### src/rtl/palette_ram_fade.sv
// Multi-bank runtime-writable colour palette with a 2-stage lookup pipeline
// and a global brightness fade engine that scales every channel by level/16.
module palette_ram_fade #(
  parameter int INDEX_W  = 4,
  parameter int BANK_W   = 2,
  parameter int COLOR_W  = 4,
  parameter int FADE_DIV = 1024
) (
  input  logic                   clk_i,
  input  logic                   reset_i,
  input  logic                   rd_valid_i,
  input  logic [BANK_W-1:0]      rd_bank_i,
  input  logic [INDEX_W-1:0]     rd_index_i,
  output logic                   out_valid_o,
  output logic [COLOR_W-1:0]     red_o,
  output logic [COLOR_W-1:0]     green_o,
  output logic [COLOR_W-1:0]     blue_o,
  input  logic                   wr_en_i,
  input  logic [BANK_W-1:0]      wr_bank_i,
  input  logic [INDEX_W-1:0]     wr_index_i,
  input  logic [3*COLOR_W-1:0]   wr_data_i,
  output logic                   wr_ready_o,
  input  logic                   fade_start_i,
  input  logic                   fade_dir_i,
  output logic                   fade_busy_o,
  output logic                   fade_done_o,
  output logic [4:0]             brightness_o
);

  localparam int ADDR_W  = BANK_W + INDEX_W;
  localparam int DEPTH   = 1 << ADDR_W;
  localparam int WORD_W  = 3 * COLOR_W;
  localparam int PRESC_W = $clog2(FADE_DIV);

  localparam logic [ADDR_W-1:0]  ADDR_LAST   = '1;
  localparam logic [PRESC_W-1:0] PRESC_LAST  = PRESC_W'(FADE_DIV - 1);
  localparam logic [4:0]         BRIGHT_FULL = 5'd16;

  typedef enum logic {INIT, READY} init_state_t;
  typedef enum logic {FADE_IDLE, FADE_RAMP} fade_state_t;

  init_state_t init_state_q, init_state_d;
  logic [ADDR_W-1:0] init_addr_q, init_addr_d;

  fade_state_t fade_state_q, fade_state_d;
  logic [4:0]  target_q, target_d;
  logic [4:0]  bright_q, bright_d;
  logic [PRESC_W-1:0] presc_q, presc_d;
  logic        done_q, done_d;

  logic [WORD_W-1:0] mem [DEPTH];
  logic              mem_we;
  logic [ADDR_W-1:0] mem_waddr;
  logic [WORD_W-1:0] mem_wdata;

  logic              s1_valid_q;
  logic [WORD_W-1:0] s1_word_q;
  logic              s2_valid_q;
  logic [WORD_W-1:0] rgb_d, rgb_q;

  function automatic logic [COLOR_W-1:0] scale(input logic [COLOR_W-1:0] c,
                                               input logic [4:0] b);
    logic [COLOR_W+4:0] prod;
    prod = (COLOR_W+5)'(c) * (COLOR_W+5)'(b);
    return COLOR_W'(prod >> 4);
  endfunction

  // Init sweep owns the single write port until every entry has been cleared.
  always_comb begin
    init_state_d = init_state_q;
    init_addr_d  = init_addr_q;
    mem_we       = 1'b0;
    mem_waddr    = {wr_bank_i, wr_index_i};
    mem_wdata    = wr_data_i;
    case (init_state_q)
      INIT: begin
        mem_we      = 1'b1;
        mem_waddr   = init_addr_q;
        mem_wdata   = '0;
        init_addr_d = init_addr_q + 1'b1;
        if (init_addr_q == ADDR_LAST) init_state_d = READY;
      end
      READY:   mem_we = wr_en_i;
      default: init_state_d = INIT;
    endcase
  end

  always_comb begin
    fade_state_d = fade_state_q;
    target_d     = target_q;
    presc_d      = presc_q;
    bright_d     = bright_q;
    done_d       = 1'b0;
    case (fade_state_q)
      FADE_IDLE: begin
        if (fade_start_i) begin
          target_d     = fade_dir_i ? BRIGHT_FULL : 5'd0;
          presc_d      = '0;
          fade_state_d = FADE_RAMP;
        end
      end
      FADE_RAMP: begin
        if (bright_q == target_q) begin
          done_d       = 1'b1;
          fade_state_d = FADE_IDLE;
        end else if (presc_q == PRESC_LAST) begin
          presc_d = '0;
          if (target_q > bright_q) begin
            if (bright_q != BRIGHT_FULL) bright_d = bright_q + 5'd1;
          end else if (bright_q != 5'd0) begin
            bright_d = bright_q - 5'd1;
          end
          if (bright_d == target_q) begin
            done_d       = 1'b1;
            fade_state_d = FADE_IDLE;
          end
        end else begin
          presc_d = presc_q + 1'b1;
        end
      end
      default: fade_state_d = FADE_IDLE;
    endcase
  end

  always_ff @(posedge clk_i) begin
    if (reset_i) begin
      init_state_q <= INIT;
      init_addr_q  <= '0;
      fade_state_q <= FADE_IDLE;
      target_q     <= BRIGHT_FULL;
      bright_q     <= BRIGHT_FULL;
      presc_q      <= '0;
      done_q       <= 1'b0;
    end else begin
      init_state_q <= init_state_d;
      init_addr_q  <= init_addr_d;
      fade_state_q <= fade_state_d;
      target_q     <= target_d;
      bright_q     <= bright_d;
      presc_q      <= presc_d;
      done_q       <= done_d;
    end
  end

  always_ff @(posedge clk_i) begin
    if (mem_we) mem[mem_waddr] <= mem_wdata;
  end

  // Registered read returns the pre-write word on a same-address collision.
  always_ff @(posedge clk_i) begin
    if (reset_i) begin
      s1_valid_q <= 1'b0;
      s1_word_q  <= '0;
    end else begin
      s1_valid_q <= rd_valid_i;
      s1_word_q  <= mem[{rd_bank_i, rd_index_i}];
    end
  end

  // Scaling uses the level taking effect at this edge, so a step applies immediately.
  generate
    for (genvar gi = 0; gi < 3; gi++) begin : g_chan
      assign rgb_d[(2-gi)*COLOR_W +: COLOR_W] =
        (init_state_q == INIT) ? '0 : scale(s1_word_q[(2-gi)*COLOR_W +: COLOR_W], bright_d);
    end
  endgenerate

  always_ff @(posedge clk_i) begin
    if (reset_i) begin
      s2_valid_q <= 1'b0;
      rgb_q      <= '0;
    end else begin
      s2_valid_q <= s1_valid_q;
      rgb_q      <= rgb_d;
    end
  end

  assign out_valid_o  = s2_valid_q;
  assign red_o        = rgb_q[2*COLOR_W +: COLOR_W];
  assign green_o      = rgb_q[COLOR_W +: COLOR_W];
  assign blue_o       = rgb_q[0 +: COLOR_W];
  assign wr_ready_o   = (init_state_q == READY);
  assign fade_busy_o  = (fade_state_q == FADE_RAMP);
  assign fade_done_o  = done_q;
  assign brightness_o = bright_q;

endmodule

### config.mk
export PLATFORM = sky130hd
export DESIGN_NAME = palette_ram_fade
export DESIGN_NICKNAME = d
export VERILOG_FILES = /design/src/rtl/palette_ram_fade.sv
export SDC_FILE = /design/constraint.sdc
export NUM_CORES = 1
export LEC_CHECK = 0
export BUFFER_PORTS_ARGS = -buffer_cell sky130_fd_sc_hd__buf_4
export CORE_MARGIN = 2
export CORE_UTILIZATION = 50
export CTS_CLUSTER_SIZE = 10
export DETAILED_ROUTE_END_ITERATION = 8
export PLACE_DENSITY_LB_ADDON = 0.08
export SYNTH_ARGS = -nofsm -noshare
export SYNTH_HDL_FRONTEND = slang
export SYNTH_SLANG_ARGS = --single-unit
### constraint.sdc
create_clock -name clk_i -period 6.9 [get_ports clk_i]
set_clock_uncertainty 0.05 [all_clocks]
set_input_delay 1.38 -clock clk_i [delete_from_list [all_inputs] [get_ports clk_i]]
set_output_delay 1.38 -clock clk_i [all_outputs]
set_load 0.005 [all_outputs]
## Word-level counts from Yosys, hierarchy flattened

Memory sizes are Yosys's and may differ from the RTL's. A register that Yosys moved wholly into a read port is not among the register bits.
Index checks and enable logic that the tools add are counted.

- $add $sub $neg: 4
- Multiply operators: 3
- Magnitude comparators: 1
- Equality and inequality tests: 7
- Muxes and demuxes: 29
- Bitwise gates (word level): 2
- Reduce and logical (&&, ||, !) cells: 5

Operators by type and width:

| operator | number |
|---|---|
| $mux 5 | 10 |
| $mux 10 | 3 |
| $mul 4x5->8 | 3 |
| $pmux 10 s2 | 1 |
| $mux 12 | 1 |
| $mux 1 | 11 |
| $add 10x1->10 const B | 1 |
| $eq 10x10->1 const B | 1 |
| $eq 5x5->1 | 2 |
| $add 6x1->6 const B | 1 |
| $eq 6x6->1 const B | 1 |
| $mux 6 | 1 |
| $add 5x1->5 const B | 1 |
| $gt 5x5->1 | 1 |
| $ne 5x5->1 const B | 1 |
| $reduce_bool 5->1 | 1 |
| $sub 5x1->5 const B | 1 |
| $ne 2x2->1 const B | 2 |
| $pmux 1 s2 | 2 |
| $reduce_and 2->1 | 2 |
| $reduce_or 2->1 | 2 |
| $not 1->1 | 2 |

- Register bits after elaboration: 43
- RAM bits: 768
- Bits of input ports: 30
- Output and inout port bits: 21
- Memories kept: 1

Memory list:

| memory | depth | width | read ports | clocked after memory_dff | wr ports | line | source |
|---|---|---|---|---|---|---|---|
| mem | 64 | 12 | 1 | 1 | 1 | 51 | `logic [WORD_W-1:0] mem [DEPTH];` |

## Longest topological paths before layout

Gate-level depths: netlist of run 1.

- Depth after elaboration: 11
- Mapped depth: 24

## Least setup slack after synthesis of run 1

No wires, ideal clock.

- Path kind: reg2reg
- Start: register bright_q[0], in the netlist brightness_o[0]
- End: register rgb_q[10]
- Setup time: 0.069 ns
- Arrival time: 4.732 ns
- Required time: 6.781 ns
- Slack: 2.049 ns
- Cell stages (with the launch flop): 20
- Clock period less this slack: 4.851 ns
- Cells stage by stage: dfxtp_1 > clkbuf_1 > inv_1 > ha_1 > buf_2 > and4bb_1 > nor4_4 > a21oi_1 > a21oi_1 > clkbuf_1 > nand2_1 > fa_1 > fa_1 > inv_1 > ha_1 > and4_1 > nand3_1 > o31a_1 > a211o_1 > o21ai_1

- Word-level cells in the longest chain between the ends: 10

Ends and longest elaborated chain:

| item | line | source |
|---|---|---|
| start: declaration | 47 | `logic [4:0] bright_q, bright_d;` |
| start signal: assignment | 139 | `bright_q <= bright_d;` |
| $sub 5x1->5, or another cell as far along | 111 | `bright_d = bright_q - 5'd1;` |
| $mux 5, on equally long branches | 110, 109 |  |
| $mux 5 | 108 | `if (target_q > bright_q) begin` |
| $mux 5 | 106 | `end else if (presc_q == PRESC_LAST) begin` |
| $mux 5 | 103 | `if (bright_q == target_q) begin` |
| $mux 5 | 94 | `case (fade_state_q)` |
| $mux 5 | 106 |  |
| $mux 5 | 103 |  |
| $mux 5 * | 94 |  |
| $mul 4x5->8 * | 64 | `prod = (COLOR_W+5)'(c) * (COLOR_W+5)'(b);` |
| end signal: assignment | 174 | `rgb_q <= rgb_d;` |
| end: declaration | 59 | `logic [WORD_W-1:0] rgb_d, rgb_q;` |

Every way passes the cells marked *; elsewhere a longest branch is shown, timed or not. The select of a mux whose other input is x is not followed.
A chain may end at the register's enable or synchronous reset.

## Worst setup path after layout of run 1

- Start: register bright_q[4], in the netlist brightness_o[4]
- End: register rgb_q[10]

The elaborated chain is that of the path after synthesis.

==> impl_metrics.toml, run 1 <==
[place]
port_buffers = 50
dp_cells = 2561
gp_congestion = 0.8095
dp_hpwl_mm = 46.10

[critical_path]
r2r_slack_ps = 1220
path_depth = 18
path_delay_family = "compound AO/OA/AOI/OAI gates"
crit_arrival_ps = 6190
crit_required_ps = 7410
worstRegToRegCells = 18
crit_slowest_cell = "a21oi_1"
path_max_fanout = 13
crit_start = "brightness_o[4]"
start_kind = "flop"
cp_cell_sequence = "inv_1 -> ha_1 -> or3b_1 -> o31ai_1 -> nand2_1 -> o21ai_1 -> a21oi_1 -> a21oi_1 -> nand2_1 -> fa_1 -> fa_1 -> inv_1 -> ha_1 -> and4_1 -> nand3_1 -> o31a_1 -> a211o_1 -> o21ai_1"
rr_startpoint = "brightness_o[4]"
slowest_delay_ps = 780
worstSetupPathType = "flop to flop"
r2r-end = "rgb_q[10]"
cp-end-kind = "flop"
path_buf_inv = 2
worstSetupEndpoint = "rgb_q[10]"

[floorplan]
die_area_um2 = 68510
initial_core_util_pct = 50.52
rows = 94
die_w_um = 261.7
core-area_um2 = 65750
die_h_um = 261.7
num_io_pins = 51

[cells_and_area]
fillers = 4865
antenna_cells = 0
drive_gt1_share_pct = 27.76
syn2layout_area_growth_pct = 13.24
regArea_um2 = 24080
instances_no_fill = 2694
nets = 1869
multi_input_area_um2 = 8705

[drt]
dr.pass1.iters = 5
vias = 16330
wl_per_cell_um = 28.61
drc = 0
routed_via_density = 6.062
drt_wl_total_mm = 77.09
drt_iter0_markers = 1738
ant_nets = 0

[global_routing]
grt_pass1_vias = 16440
grt_pass1_wl_mm = 113.4
grt_util_all_layers_pct = 23.18
grt_max_degree = 98
antenna_found_initial = 3
gr-total-overflow = 0

[clock_network]
cts_hold_buf = 0
clk_pin_slew_ps = 60
cts_tree = "done"
ctsLongestPathBuffers = 3
cts_setup_buffers = 0
cts_buffers = 93
clk-insertion-delay-late_ps = 630
cts_max_level = 3
clock_sinks = 819
clk_root_buffer_cell = "clkbuf_16"
cts_resized = 0

[timing]
setup_viol = 0
slew_headroom_pct = 13.12
hold_viol_final = 0
tightest_slew_ps = 1298
timing.final.crit_share_pct = 82.35
finalSetupTns_ps = 0
rsz0062_at_grt = "no"
finalCriticalPeriod_ps = 5682
slew_violations = 0
max_freq_mhz = 176.0

[synthesis]
synthCells = 1640
avgSynthCellArea_um2 = 20.25
synth_area_um2 = 33210
synth_common_cells = "edfxtp_1 (768), mux4_2 (252), nor2_1 (104)"
yosys.area.top_type_share_pct = 69.43
yosysUniqueCellTypes = 63
synth_async_sr_flop_share_pct = 0
yosysWarnings = 0
ys_seq_area_share_pct = 72.51
ys.flop_type = "edfxtp_1"
ys_ff_latch = 819
synth_area_leaders = "edfxtp_1 (69%), mux4_2 (17%), dfxtp_1 (3.1%), ha_1 (1.2%), nor2_1 (1.2%)"
yosysMostFrequentCell = "edfxtp_1"
synthesis.nets = 1717
synth_edf_count = 768
synth_top_cell_by_area = "edfxtp_1"

[power]
p_leak_nw = 12.97
powerDensity_nw_per_um2 = 270.7
ir_worst_vdd_uv = 282.1

[flow_run]
drv_cap = 0

[hold_path]
hold_class = "flop to flop"

[status]
status = "finished, final reports clean"
[metrics by stage]
stage                     total power, mW  worst slack, ps  hold WS (ps)  cell area, um2  util, %
after global routing                10.49            863.1         402.7           37610    57.21
after CTS                           10.28             1264         392.5           37610    57.21
after detailed placement            5.986             1278         379.0           35050    53.31
final                               10.18             1218         388.3           37610    57.21
after floorplan                     5.804             2049         363.8           33210        -
after global placement              5.982             1543         368.6           35050    53.31
[cells by family after synthesis]
family                     synth area share [%]
xor gates and xnor gates                 0.5801
buffers and inverters                     1.337
AOI/OAI and AO/OA                         1.850
adders and majority gates                 2.110
and+or+nand+nor                           4.279
DFF                                       72.51
muxes                                     17.34
[flip-flops by register name (all words and copies together) (netlist names), 5 cells and up]
register / flops
s1_word_q: 12
init_addr_q: 6
mem: 768
presc_q: 10
rgb_q: 12
brightness_o: 5
[metal layers]
metal	vias to the layer above	global-route usage, %	part of all wire (%)
met2	534	35.88	48
met1	8723	35.02	45
li1	6980	-	-
met5	-	0	0.017
met3	92	4.128	6.0
met4	2	4.987	1.8
[worst min path at each step]
stage,startpoint,end,cells after the start
after floorplan,s1_valid_q,out_valid_o,1
after global placement,s1_valid_q,out_valid_o,1
after detailed placement,s1_valid_q,out_valid_o,1
after CTS,s1_valid_q,out_valid_o,1
after global routing,s1_valid_q,out_valid_o,1
final,s1_valid_q,out_valid_o,1
[layout by cell type, fill, tap and decap left out, types with 4 or more instances in the layout]
cell type    n
a21o_1       5
a21oi_1     19
a31oi_1      9
and2_1      46
and2_2      12
and3_1       4
buf_4      129
clkbuf_1    27
clkbuf_16   93
dfxtp_1     51
edfxtp_1   768
fa_1        15
ha_1        32
inv_1       33
mux2i_1      6
mux4_2     252
nand2_1     69
nand2b_1    10
nand3_1     14
nand4_1      4
nor2_1     103
nor2b_1      7
o21ai_0     10
o21ai_1      8
o31ai_1      4
xnor2_1     15
xor2_1       7
[power by group]
| group | leakage (nW) | internal, mW | total (mW) | switching [mW] |
|---|---|---|---|---|
| Clock | 1.24 | 2.46 | 4.31 | 1.85 |
| Sequential | 7.96 | 5.39 | 5.41 | 0.0196 |
| Combinational | 3.76 | 0.212 | 0.463 | 0.251 |
[area by class of cell]
cell class / instances / area share (%)
clock inverter: 12 / 0.3194
sequential: 819 / 64.03
timing repair buffer: 134 / 2.811
inverter: 33 / 0.3293
clock buffer: 121 / 6.493
tap: 864 / 2.874
multi-input combinational: 711 / 23.14
(Power assumes the default switching activity.)
==> inputs of run 2 (changes only) <==
- ABC_AREA: default -> 1
- clock period: 6.9 -> 5.1 ns (I/O delays scaled with it)
==> run 2 against run 1 <==
  * Cell count increased by 38%
  * Die area up 2.6%
  * Clock power grew 36%
  * Critical endpoint is now rgb_q[7]
  * Non-clock buffer count up 24
  * Cell area up 2.0%
  * Sequential share of layout area is 1.3 points lower
  * Largest power group unchanged
  * Largest cell class unchanged
  * Critical path depth grew 4
  * Via count up 38%
  * Flip-flop and latch count unchanged
  * Global-route usage up 2.7 points
  * Clock-buffer cell count shrank 10
==> impl_metrics.toml, run 2 <==
[timing]
hold_viol_final = 0
timing.final.crit_share_pct = 90.38
max_freq_mhz = 216.9
slew_violations = 0
setup_viol = 0
slew_headroom_pct = 35.36
tightest_slew_ps = 963.1
rsz0062_at_grt = "no"
finalSetupTns_ps = 0
finalCriticalPeriod_ps = 4609

[clock_network]
cts_setup_buffers = 0
cts_resized = 0
cts_max_level = 3
ctsLongestPathBuffers = 3
clk_pin_slew_ps = 50
clk-insertion-delay-late_ps = 640
cts_buffers = 93
cts_tree = "done"
cts_hold_buf = 0
clock_sinks = 819
clk_root_buffer_cell = "clkbuf_16"

[cells_and_area]
largest_reg_flops = 768
antenna_cells = 0
syn2layout_area_growth_pct = 12.53
finish.utilization_pct = 56.92
drive_gt1_share_pct = 11.90
layout_common_cells = "edfxtp_1 (768), nor2_1 (523), o21ai_0 (419), nand3_1 (161), buf_4 (146)"
nets = 2894
reg_top3 = "mem (768), rgb_q (12), s1_word_q (12)"
fillers = 5463
final_common_cell = "edfxtp_1"
largest-register = "mem"

[critical_path]
start_kind = "flop"
path_depth = 22
crit_slowest_cell = "fa_1"
path_max_fanout = 9
r2r_slack_ps = 490
worstSetupPathType = "flop to flop"
crit_arrival_ps = 5060
cp-end-kind = "flop"
r2r-end = "rgb_q[7]"
rr_startpoint = "brightness_o[4]"
slowest_delay_ps = 530
crit_required_ps = 5550
cp_cell_sequence = "inv_1 -> ha_1 -> inv_1 -> nor2_1 -> nand3_2 -> nand2_4 -> nand2_4 -> o21ai_0 -> nand3_1 -> nand2_2 -> nor2_1 -> fa_1 -> inv_1 -> fa_1 -> inv_1 -> ha_1 -> a21oi_1 -> nor2_1 -> a211oi_1 -> nand3_2 -> nand2_1 -> nor2_1"
path_delay_family = "adder cells"
path_buf_inv = 4
worstRegToRegCells = 22

[power]
finalPower_mw = 13.94
p_leak_nw = 13.34
ir_worst_vdd_uv = 315.2
powerDensity_nw_per_um2 = 363.3

[floorplan]
num_io_pins = 51
initial_core_util_pct = 50.59
die_area_um2 = 70290
rows = 95
die_h_um = 265.1
die_w_um = 265.1
core-area_um2 = 67400

[synthesis]
ys_ff_latch = 819
yosysUniqueCellTypes = 49
synthCells = 2740
avgSynthCellArea_um2 = 12.44
synth_edf_count = 768
yosys.area.top_type_share_pct = 67.65
synth_top_cell_by_area = "edfxtp_1"
yosysMostFrequentCell = "edfxtp_1"
ys_seq_area_share_pct = 70.64
synth_common_cells = "edfxtp_1 (768), nor2_1 (523), o21ai_0 (419)"
synth_async_sr_flop_share_pct = 0
synthesis.nets = 2817
ys.flop_type = "edfxtp_1"
yosysWarnings = 0
synth_area_leaders = "edfxtp_1 (68%), o21ai_0 (6.2%), nor2_1 (5.8%), o221ai_1 (3.6%), dfxtp_1 (3.0%)"
synth_area_um2 = 34090

[global_routing]
gr-total-overflow = 0
antenna_found_initial = 1
global_route.usage.met2_pct = 41.55
grt_pass1_wl_mm = 136.2
grt.busiest_layer = "met2"
met1_usage_pct = 36.15
met3_usage_pct = 3.842
grt_util_all_layers_pct = 25.84
grt_max_degree = 183
grt_pass1_vias = 21760

[hold_path]
hp-start = "s1_valid_q"
whs_path_depth = 2
holdPathEnd = "out_valid_o"
hold_class = "flop to flop"

[drt]
drc = 0
wl_per_cell_um = 24.43
routed_via_density = 6.049
drt_iter0_markers = 2119
vias = 22460
drt_wl_total_mm = 90.71
dr.pass1.iters = 6
ant_nets = 0

[place]
gp_congestion = 0.8575
port_buffers = 50
dp_hpwl_mm = 52.26

[flow_run]
drv_cap = 0

[status]
status = "finished, final reports clean"
==> run 2: cell types whose count changed in the layout (fill, tap and decap cells not counted), sizes merged, moves of 11 or more <==
cell    delta
a21oi     +21
and2      -57
buf       +25
clkbuf    -11
inv       +76
mux4     -252
nand2     +61
nand3    +161
nor2     +429
o211ai    +17
o21ai    +412
o221ai   +141
o22ai     +50
xnor2     -15
==> run 2: worst register-to-register path, cell delays in order (launching register included) <==
cell,delay [ps]
dfxtp_1,430
inv_1,170
ha_1,380
inv_1,50
nor2_1,110
nand3_2,100
nand2_4,100
nand2_4,70
o21ai_0,240
nand3_1,140
nand2_2,210
nor2_1,90
fa_1,530
inv_1,50
fa_1,470
inv_1,40
ha_1,320
a21oi_1,320
nor2_1,70
a211oi_1,330
nand3_2,110
nand2_1,80
nor2_1,40
==> run 2: layout make-up <==
cell class              count  area (um2)  area share, %
inverters                 115       450.4          1.174
multi-input cells        1630        8851          23.07
clock buffers             111        2447          6.379
well taps                 873        1092          2.847
clock inverters             7       116.4         0.3033
repair buffers            158        1323          3.447
flip-flops and latches    819       24080          62.78
==> run 2: layer usage <==
layer / routed length (um) / vias to the layer above / part of all wire (%)
met3: 5954 / 152 / 6.6
met5: 15 / - / 0.017
met1: 39080 / 11250 / 43
met4: 2727 / 2 / 3.0
met2: 42930 / 789 / 47
li1: - / 10260 / -
==> run 2: worst max path at each step <==
stage                               start       end  slack [ps]
after floorplan           brightness_o[4]  rgb_q[7]        1020
after CTS                 brightness_o[4]  rgb_q[7]         540
final                     brightness_o[4]  rgb_q[7]         490
after global placement    brightness_o[4]  rgb_q[7]         700
after global routing      brightness_o[4]  rgb_q[7]         160
after detailed placement  brightness_o[4]  rgb_q[7]         530
==> run 2: logic make-up after synthesis <==
| group | Yosys count | synth area share [%] |
|---|---|---|
| compound gates | 705 | 12.46 |
| xor+xnor | 10 | 0.2569 |
| fa+ha+maj | 47 | 2.055 |
| buf+inv | 291 | 3.545 |
| flops | 819 | 70.64 |
| simple gates | 868 | 11.04 |
==> run 2: through the flow <==
step | hold WS, ps | cells | cell area [um2] | setup slack (ps)
after floorplan | 338.3 | 2740 | 34090 | 1023
after global placement | 346.8 | 3595 | 35800 | 702.5
after detailed placement | 353.7 | 3595 | 35800 | 525.6
after CTS | 346.0 | 3713 | 38360 | 544.5
after global routing | 382.2 | 3713 | 38360 | 156.9
final | 341.6 | 3713 | 38360 | 490.6
==> run 2: where the power goes <==
group / internal, mW / switching (mW)
registers: 7.29 / 0.0246
clock network: 3.43 / 2.45
logic: 0.215 / 0.525
